===== src/rtl/maze_walker.sv =====
// Wall-following maze solver: walks a 2^ADDR_W square maze through a single
// read/write memory port, marking each visited cell until it reaches the border.
module maze_walker #(
    parameter int ADDR_W    = 6,
    parameter int HAND      = 0,
    parameter int STEP_W    = 16,
    parameter int MAX_STEPS = 4095
) (
    input  logic              clk,
    input  logic              rst_n,
    input  logic              start,
    input  logic [ADDR_W-1:0] starting_row,
    input  logic [ADDR_W-1:0] starting_col,
    input  logic [1:0]        start_dir,
    input  logic              maze_in,
    output logic [ADDR_W-1:0] row,
    output logic [ADDR_W-1:0] col,
    output logic              maze_oe,
    output logic              maze_we,
    output logic              busy,
    output logic              done,
    output logic              fail,
    output logic [STEP_W-1:0] steps
);

    localparam logic [ADDR_W-1:0] ONE  = ADDR_W'(1);
    localparam logic [ADDR_W-1:0] MAXC = '1;

    typedef enum logic [2:0] {
        S_IDLE, S_MARK, S_PROBE_S, S_WAIT_S, S_PROBE_F, S_WAIT_F, S_DONE, S_FAIL
    } state_e;

    state_e            state_q, state_d;
    logic [ADDR_W-1:0] pos_r_q, pos_r_d;
    logic [ADDR_W-1:0] pos_c_q, pos_c_d;
    logic [1:0]        dir_q, dir_d;
    logic [STEP_W-1:0] steps_q, steps_d;

    logic [1:0]          sd;
    logic [2*ADDR_W-1:0] probe_s, probe_f;
    logic                on_border, at_limit;

    // Neighbour of (r,c) one step along heading d, packed as {row, col}.
    function automatic logic [2*ADDR_W-1:0] nbr(input logic [ADDR_W-1:0] r,
                                                input logic [ADDR_W-1:0] c,
                                                input logic [1:0]        d);
        logic [ADDR_W-1:0] nr, nc;
        nr = r;
        nc = c;
        case (d)
            2'd0:    nr = r - ONE;
            2'd1:    nc = c + ONE;
            2'd2:    nr = r + ONE;
            default: nc = c - ONE;
        endcase
        return {nr, nc};
    endfunction

    assign sd        = (HAND == 0) ? dir_q + 2'd1 : dir_q - 2'd1;
    assign probe_s   = nbr(pos_r_q, pos_c_q, sd);
    assign probe_f   = nbr(pos_r_q, pos_c_q, dir_q);
    assign on_border = (pos_r_q == '0) || (pos_r_q == MAXC) ||
                       (pos_c_q == '0) || (pos_c_q == MAXC);
    assign at_limit  = (steps_q == STEP_W'(MAX_STEPS));

    always_comb begin
        state_d = state_q;
        pos_r_d = pos_r_q;
        pos_c_d = pos_c_q;
        dir_d   = dir_q;
        steps_d = steps_q;
        case (state_q)
            S_IDLE, S_DONE, S_FAIL: begin
                if (start) begin
                    state_d = S_MARK;
                    pos_r_d = starting_row;
                    pos_c_d = starting_col;
                    dir_d   = start_dir;
                    steps_d = '0;
                end
            end
            S_MARK:    state_d = on_border ? S_DONE : S_PROBE_S;
            S_PROBE_S: state_d = S_WAIT_S;
            S_WAIT_S: begin
                if (maze_in) begin
                    state_d = S_PROBE_F;
                end else if (at_limit) begin
                    state_d = S_FAIL;
                end else begin
                    dir_d              = sd;
                    {pos_r_d, pos_c_d} = probe_s;
                    steps_d            = steps_q + STEP_W'(1);
                    state_d            = S_MARK;
                end
            end
            S_PROBE_F: state_d = S_WAIT_F;
            S_WAIT_F: begin
                if (maze_in) begin
                    // dead end: reverse and retry the side first
                    dir_d   = dir_q + 2'd2;
                    state_d = S_PROBE_S;
                end else if (at_limit) begin
                    state_d = S_FAIL;
                end else begin
                    {pos_r_d, pos_c_d} = probe_f;
                    steps_d            = steps_q + STEP_W'(1);
                    state_d            = S_MARK;
                end
            end
            default: state_d = S_IDLE;
        endcase
    end

    always_ff @(posedge clk or negedge rst_n) begin
        if (!rst_n) begin
            state_q <= S_IDLE;
            pos_r_q <= '0;
            pos_c_q <= '0;
            dir_q   <= '0;
            steps_q <= '0;
        end else begin
            state_q <= state_d;
            pos_r_q <= pos_r_d;
            pos_c_q <= pos_c_d;
            dir_q   <= dir_d;
            steps_q <= steps_d;
        end
    end

    // Address is held through the wait cycle so the read data matches it.
    always_comb begin
        row     = pos_r_q;
        col     = pos_c_q;
        maze_oe = 1'b0;
        maze_we = 1'b0;
        case (state_q)
            S_MARK:              maze_we = 1'b1;
            S_PROBE_S, S_WAIT_S: begin
                {row, col} = probe_s;
                maze_oe    = (state_q == S_PROBE_S);
            end
            S_PROBE_F, S_WAIT_F: begin
                {row, col} = probe_f;
                maze_oe    = (state_q == S_PROBE_F);
            end
            default: ;
        endcase
    end

    assign busy  = !((state_q == S_IDLE) || (state_q == S_DONE) || (state_q == S_FAIL));
    assign done  = (state_q == S_DONE);
    assign fail  = (state_q == S_FAIL);
    assign steps = steps_q;

endmodule


===== config.mk =====
export PLATFORM = sky130hd
export DESIGN_NAME = maze_walker
export DESIGN_NICKNAME = d
export VERILOG_FILES = /design/src/rtl/maze_walker.sv
export SDC_FILE = /design/constraint.sdc
export NUM_CORES = 1
export LEC_CHECK = 0
export ABC_AREA = 0
export BUFFER_PORTS_ARGS = -buffer_cell sky130_fd_sc_hd__buf_2
export CAP_MARGIN = 40
export CELL_PAD_IN_SITES_DETAIL_PLACEMENT = 1
export CELL_PAD_IN_SITES_GLOBAL_PLACEMENT = 1
export CORE_MARGIN = 2
export CORE_UTILIZATION = 32
export DETAILED_ROUTE_END_ITERATION = 6
export PLACE_DENSITY = 0.74
export REMOVE_ABC_BUFFERS = 1
export SLEW_MARGIN = 10
export SYNTH_ARGS = -nofsm -noshare
export SYNTH_HDL_FRONTEND = slang
export SYNTH_SLANG_ARGS = --single-unit

===== constraint.sdc =====
create_clock -name clk -period 6.6 [get_ports clk]
set_input_delay 1.32 -clock clk [delete_from_list [all_inputs] [get_ports clk]]
set_output_delay 1.32 -clock clk [all_outputs]
set_load 0.03 [all_outputs]

==> metrics.txt <==
arrival time of data at the critical path endpoint 3320 ps; setup-violating endpoint count in the final report 0; Leak Pwr 1.55 nW; multi-input logic area 0.00237 mm^2; count of buffers from port buffering 50; flip-flop and latch area 826 um^2; element type at the critical path start flip-flop; clock buffer depth 2; worst reg2reg setup slack 3570 ps; path type of the worst setup path flip-flop to primary output; crit path time final 4640 ps; number of routed nets with antenna violations 0; YS warnings 0; layer with the highest usage met2; post-CTS resize count 0; global-route wire length before repair 20,800 um; Reg-to-Reg End steps[11]$_DFFE_PN0P_; Hold Path Stages 2; post-synthesis share of cell area spent on xor and xnor gates 3.84%; maximum fanout along the worst path 22; headroom to the max-slew limit 43.1%; post-synthesis sequential element count 33; number of cells traversed by the worst register-to-register path 6; async set-reset flop share out of synthesis 100%; RSZ-0062 raised after global routing no; part of the cycle the worst path needs 70.3%; design internal power 944 uW; count of max-cap constraint violations 0; clock transition at the registers of the reported paths 80 ps; Post-synth top flop sky130_fd_sc_hd__dfrtp_1; core footprint 0.0104 mm^2; initial core utilization 33.0%; Die X 107 um; layout cells sized above 1 15.6%; pin count of the biggest net entering global routing 44; routed vias/inst 6.20; DRC viols 0; result of the run finished, final reports clean; WL final 12,900 um; Gate Count Post-Synth 455; # IOs 51; Global Route met3 Usage 4.12%; share of cell area taken by muxes after synthesis 1.24%; f_max 216 MHz; main combinational cell family by area after synthesis compound AO/OA/AOI/OAI gates; adder and majority cell fraction of the synthesized area 4.39%; maximum vdd ir drop 0.270 mV; overall routing resource usage 22.9%; number of distinct library cell variants in the gate-level netlist after synthesis 67; sequential share of power 18.7%; type of destination of the critical path primary output; later-pin clock latency in the skew report 300 ps; switching pwr 1.32 mW; number of sinks handled by clock tree synthesis 33; vertical die dimension 107 um; post-CTS repair timing setup buffer count 0; end of the worst hold path steps[15]$_DFFE_PN0P_; switching fraction of total power 58.3%; post-route total power 2.26 mW; n_diodes 0; Power per Cell Area 589 mW/mm^2; antenna violations before repair 0; Via Count 3,829; Tightest Pin Transition 853 ps; clock power share 9.3%; Post-Syn Area 0.00342 mm^2; post-synthesis share of cell area spent on and, or, nand and nor gates 23.8%; max-slew violation count 0; Worst Hold Class flip-flop to flip-flop; CTS tree built; synthesized-area fraction occupied by ao, oa, aoi and oai cells 35.8%; TritonCTS buffer count 5; sequential fraction of the synthesis area 24.1%; Final Hold Vio Count 0; root cell of the clock tree sky130_fd_sc_hd__clkbuf_8; accumulated negative setup slack 0 ps; critical hold path startpoint steps[15]$_DFFE_PN0P_; Setup crit start dir_q[0]$_DFFE_PN0P_; weighted congestion reported at the end of routability-driven placement 0.840; number of synthesized flops with an enable pin 0; data required time of the critical path 5280 ps; Placement Rows 37; Comb power frac 71.9%; GR met2 Demand/Resource 37.7%; Area growth syn-to-layout 12.3%; H-tree depth reported by CTS 2; first-pass iteration count of the detailed router 5; startpoint of the lowest-slack register-to-register path state_q[0]$_DFFE_PN0N_; per-cell routed wire length 20.9 um; number of fill cells in the layout 1,285; final global-route overflow total 0; routing usage on met1 31.0%; NumNets Final 511; Post-Route Skew 12.4 ps; number of hold buffers added after CTS 0; 1st-iter DRT viols 350; Avg Cell Area, Syn 7.52 um^2; via count of the first global-routing pass 3,860; overall die area 0.0115 mm^2; DP HPWL 9230 um
-- stage by stage --
| step | hold slack, ps | setup WS [ps] | utilization, % | std cells | area [um^2] |
|---|---|---|---|---|---|
| 2_1_floorplan | 586 | 2680 | - | 418 | 3260 |
| 3_3_place_gp | 543 | 2500 | 35.9 | 609 | 3720 |
| 3_5_place_dp | 554 | 2330 | 36.0 | 610 | 3730 |
| 4_1_cts | 564 | 2000 | 37.1 | 618 | 3840 |
| 5_1_grt | 595 | 1760 | 37.1 | 618 | 3840 |
| 6_report | 564 | 1960 | 37.1 | 618 | 3840 |
-- cell families after synthesis --
family,Yosys count
buffers and inverters,56
AOI/OAI and AO/OA,176
DFF,33
adders and majority gates,12
and+or+nand+nor,159
xor gates and xnor gates,15
muxes,4
-- state kept, by name, indices dropped and copies added (netlist names) --
name and cells:
state_q 3, pos_c_q 6, dir_q 2, pos_r_q 6, steps 16
-- Yosys cell counts, types with 3 or more instances --
library cell | n | area (um^2)
sky130_fd_sc_hd__or3_1 | 10 | 62.6
sky130_fd_sc_hd__o211ai_1 | 4 | 30.0
sky130_fd_sc_hd__nor2b_1 | 6 | 37.5
sky130_fd_sc_hd__a41oi_1 | 3 | 26.3
sky130_fd_sc_hd__a211oi_1 | 7 | 52.6
sky130_fd_sc_hd__a22o_1 | 3 | 26.3
sky130_fd_sc_hd__and2_1 | 8 | 50.1
sky130_fd_sc_hd__a31oi_1 | 12 | 75.1
sky130_fd_sc_hd__dfrtp_1 | 33 | 826
sky130_fd_sc_hd__a32oi_1 | 3 | 26.3
sky130_fd_sc_hd__o22ai_1 | 4 | 25.0
sky130_fd_sc_hd__clkbuf_1 | 31 | 116
sky130_fd_sc_hd__a21oi_1 | 37 | 185
sky130_fd_sc_hd__nor2_1 | 35 | 131
sky130_fd_sc_hd__nor3b_1 | 6 | 45.0
sky130_fd_sc_hd__a21o_1 | 5 | 37.5
sky130_fd_sc_hd__o221ai_1 | 5 | 43.8
sky130_fd_sc_hd__a22oi_1 | 6 | 45.0
sky130_fd_sc_hd__nand2_1 | 35 | 131
sky130_fd_sc_hd__a221oi_1 | 11 | 96.3
sky130_fd_sc_hd__and3_1 | 7 | 43.8
sky130_fd_sc_hd__nor3_1 | 9 | 45.0
sky130_fd_sc_hd__xor2_1 | 5 | 43.8
sky130_fd_sc_hd__o31ai_1 | 11 | 82.6
sky130_fd_sc_hd__a311oi_1 | 3 | 26.3
sky130_fd_sc_hd__ha_1 | 12 | 150
sky130_fd_sc_hd__o31a_1 | 3 | 26.3
sky130_fd_sc_hd__inv_1 | 17 | 63.8
sky130_fd_sc_hd__a221o_1 | 5 | 50.1
sky130_fd_sc_hd__nand4_1 | 3 | 18.8
sky130_fd_sc_hd__nand3_1 | 21 | 105
sky130_fd_sc_hd__o21ai_0 | 31 | 155
sky130_fd_sc_hd__or4_1 | 5 | 37.5
sky130_fd_sc_hd__xnor2_1 | 10 | 87.6
-- worst max-delay path by stage --
stage	end	slack [ps]	cells past startpoint
after floorplan	row[0]	2680	4
after global placement	col[5]	2500	8
after detailed placement	col[5]	2330	8
after CTS	col[5]	2000	8
after global routing	col[5]	1760	8
final	col[5]	1960	8
-- placed cells by master (no fill, tap or decap), drive strengths merged, types with 3 or more instances in the layout --
cell    instances
nand3          21
ha             12
o211ai          4
a32oi           3
nand2          35
a21o            5
o21ai          32
and3            7
nor2b           6
a22o            3
or3            10
xor2            5
xnor2          10
nor3b           6
a41oi           3
a211oi          7
nor2           36
inv            17
or4             6
dfrtp          33
nand4           3
a311oi          3
o221ai          6
nor3            9
o31ai          11
a31oi          12
o22ai           4
a221o           5
clkbuf          7
a22oi           6
o31a            3
and2            8
a221oi         11
buf            56
a21oi          38
-- power groups by stage --
stage               clock network [mW]  logic, mW  registers [mW]
global route                     0.220       1.77           0.442
floorplan                            0       1.10           0.419
CTS                              0.214       1.62           0.420
detailed placement                   0       1.61           0.425
global placement                     0       1.56           0.417
finish                           0.211       1.63           0.424
-- worst max-delay path: stages, from the launching register on --
cell and delay (ps):
sky130_fd_sc_hd__dfrtp_1 670, sky130_fd_sc_hd__inv_1 170, sky130_fd_sc_hd__ha_1 520, sky130_fd_sc_hd__or2_2 520
sky130_fd_sc_hd__a221o_1 370, sky130_fd_sc_hd__a211oi_1 270, sky130_fd_sc_hd__o311ai_0 170, sky130_fd_sc_hd__o21a_1 150
sky130_fd_sc_hd__buf_2 170
-- layer usage --
metal  wire [um]  part of all wire [%]  vias up
met5           0                     0        -
met4         196                   1.5        0
met3         786                   6.1       15
met2        6090                    47      136
met1        5860                    45     1886
li1            -                     -     1792
-- final cells by class --
| type | count | area share, % |
|---|---|---|
| Tap cell | 136 | 4.43 |
| Timing Repair Buffer | 56 | 7.68 |
| Clock buffer | 7 | 2.25 |
| Inverter | 19 | 1.85 |
| Sequential cell | 33 | 21.5 |
| Multi-Input combinational cell | 366 | 61.5 |
| Clock inverter | 1 | 0.781 |
Note: power is estimated with default switching activity, not from simulation.
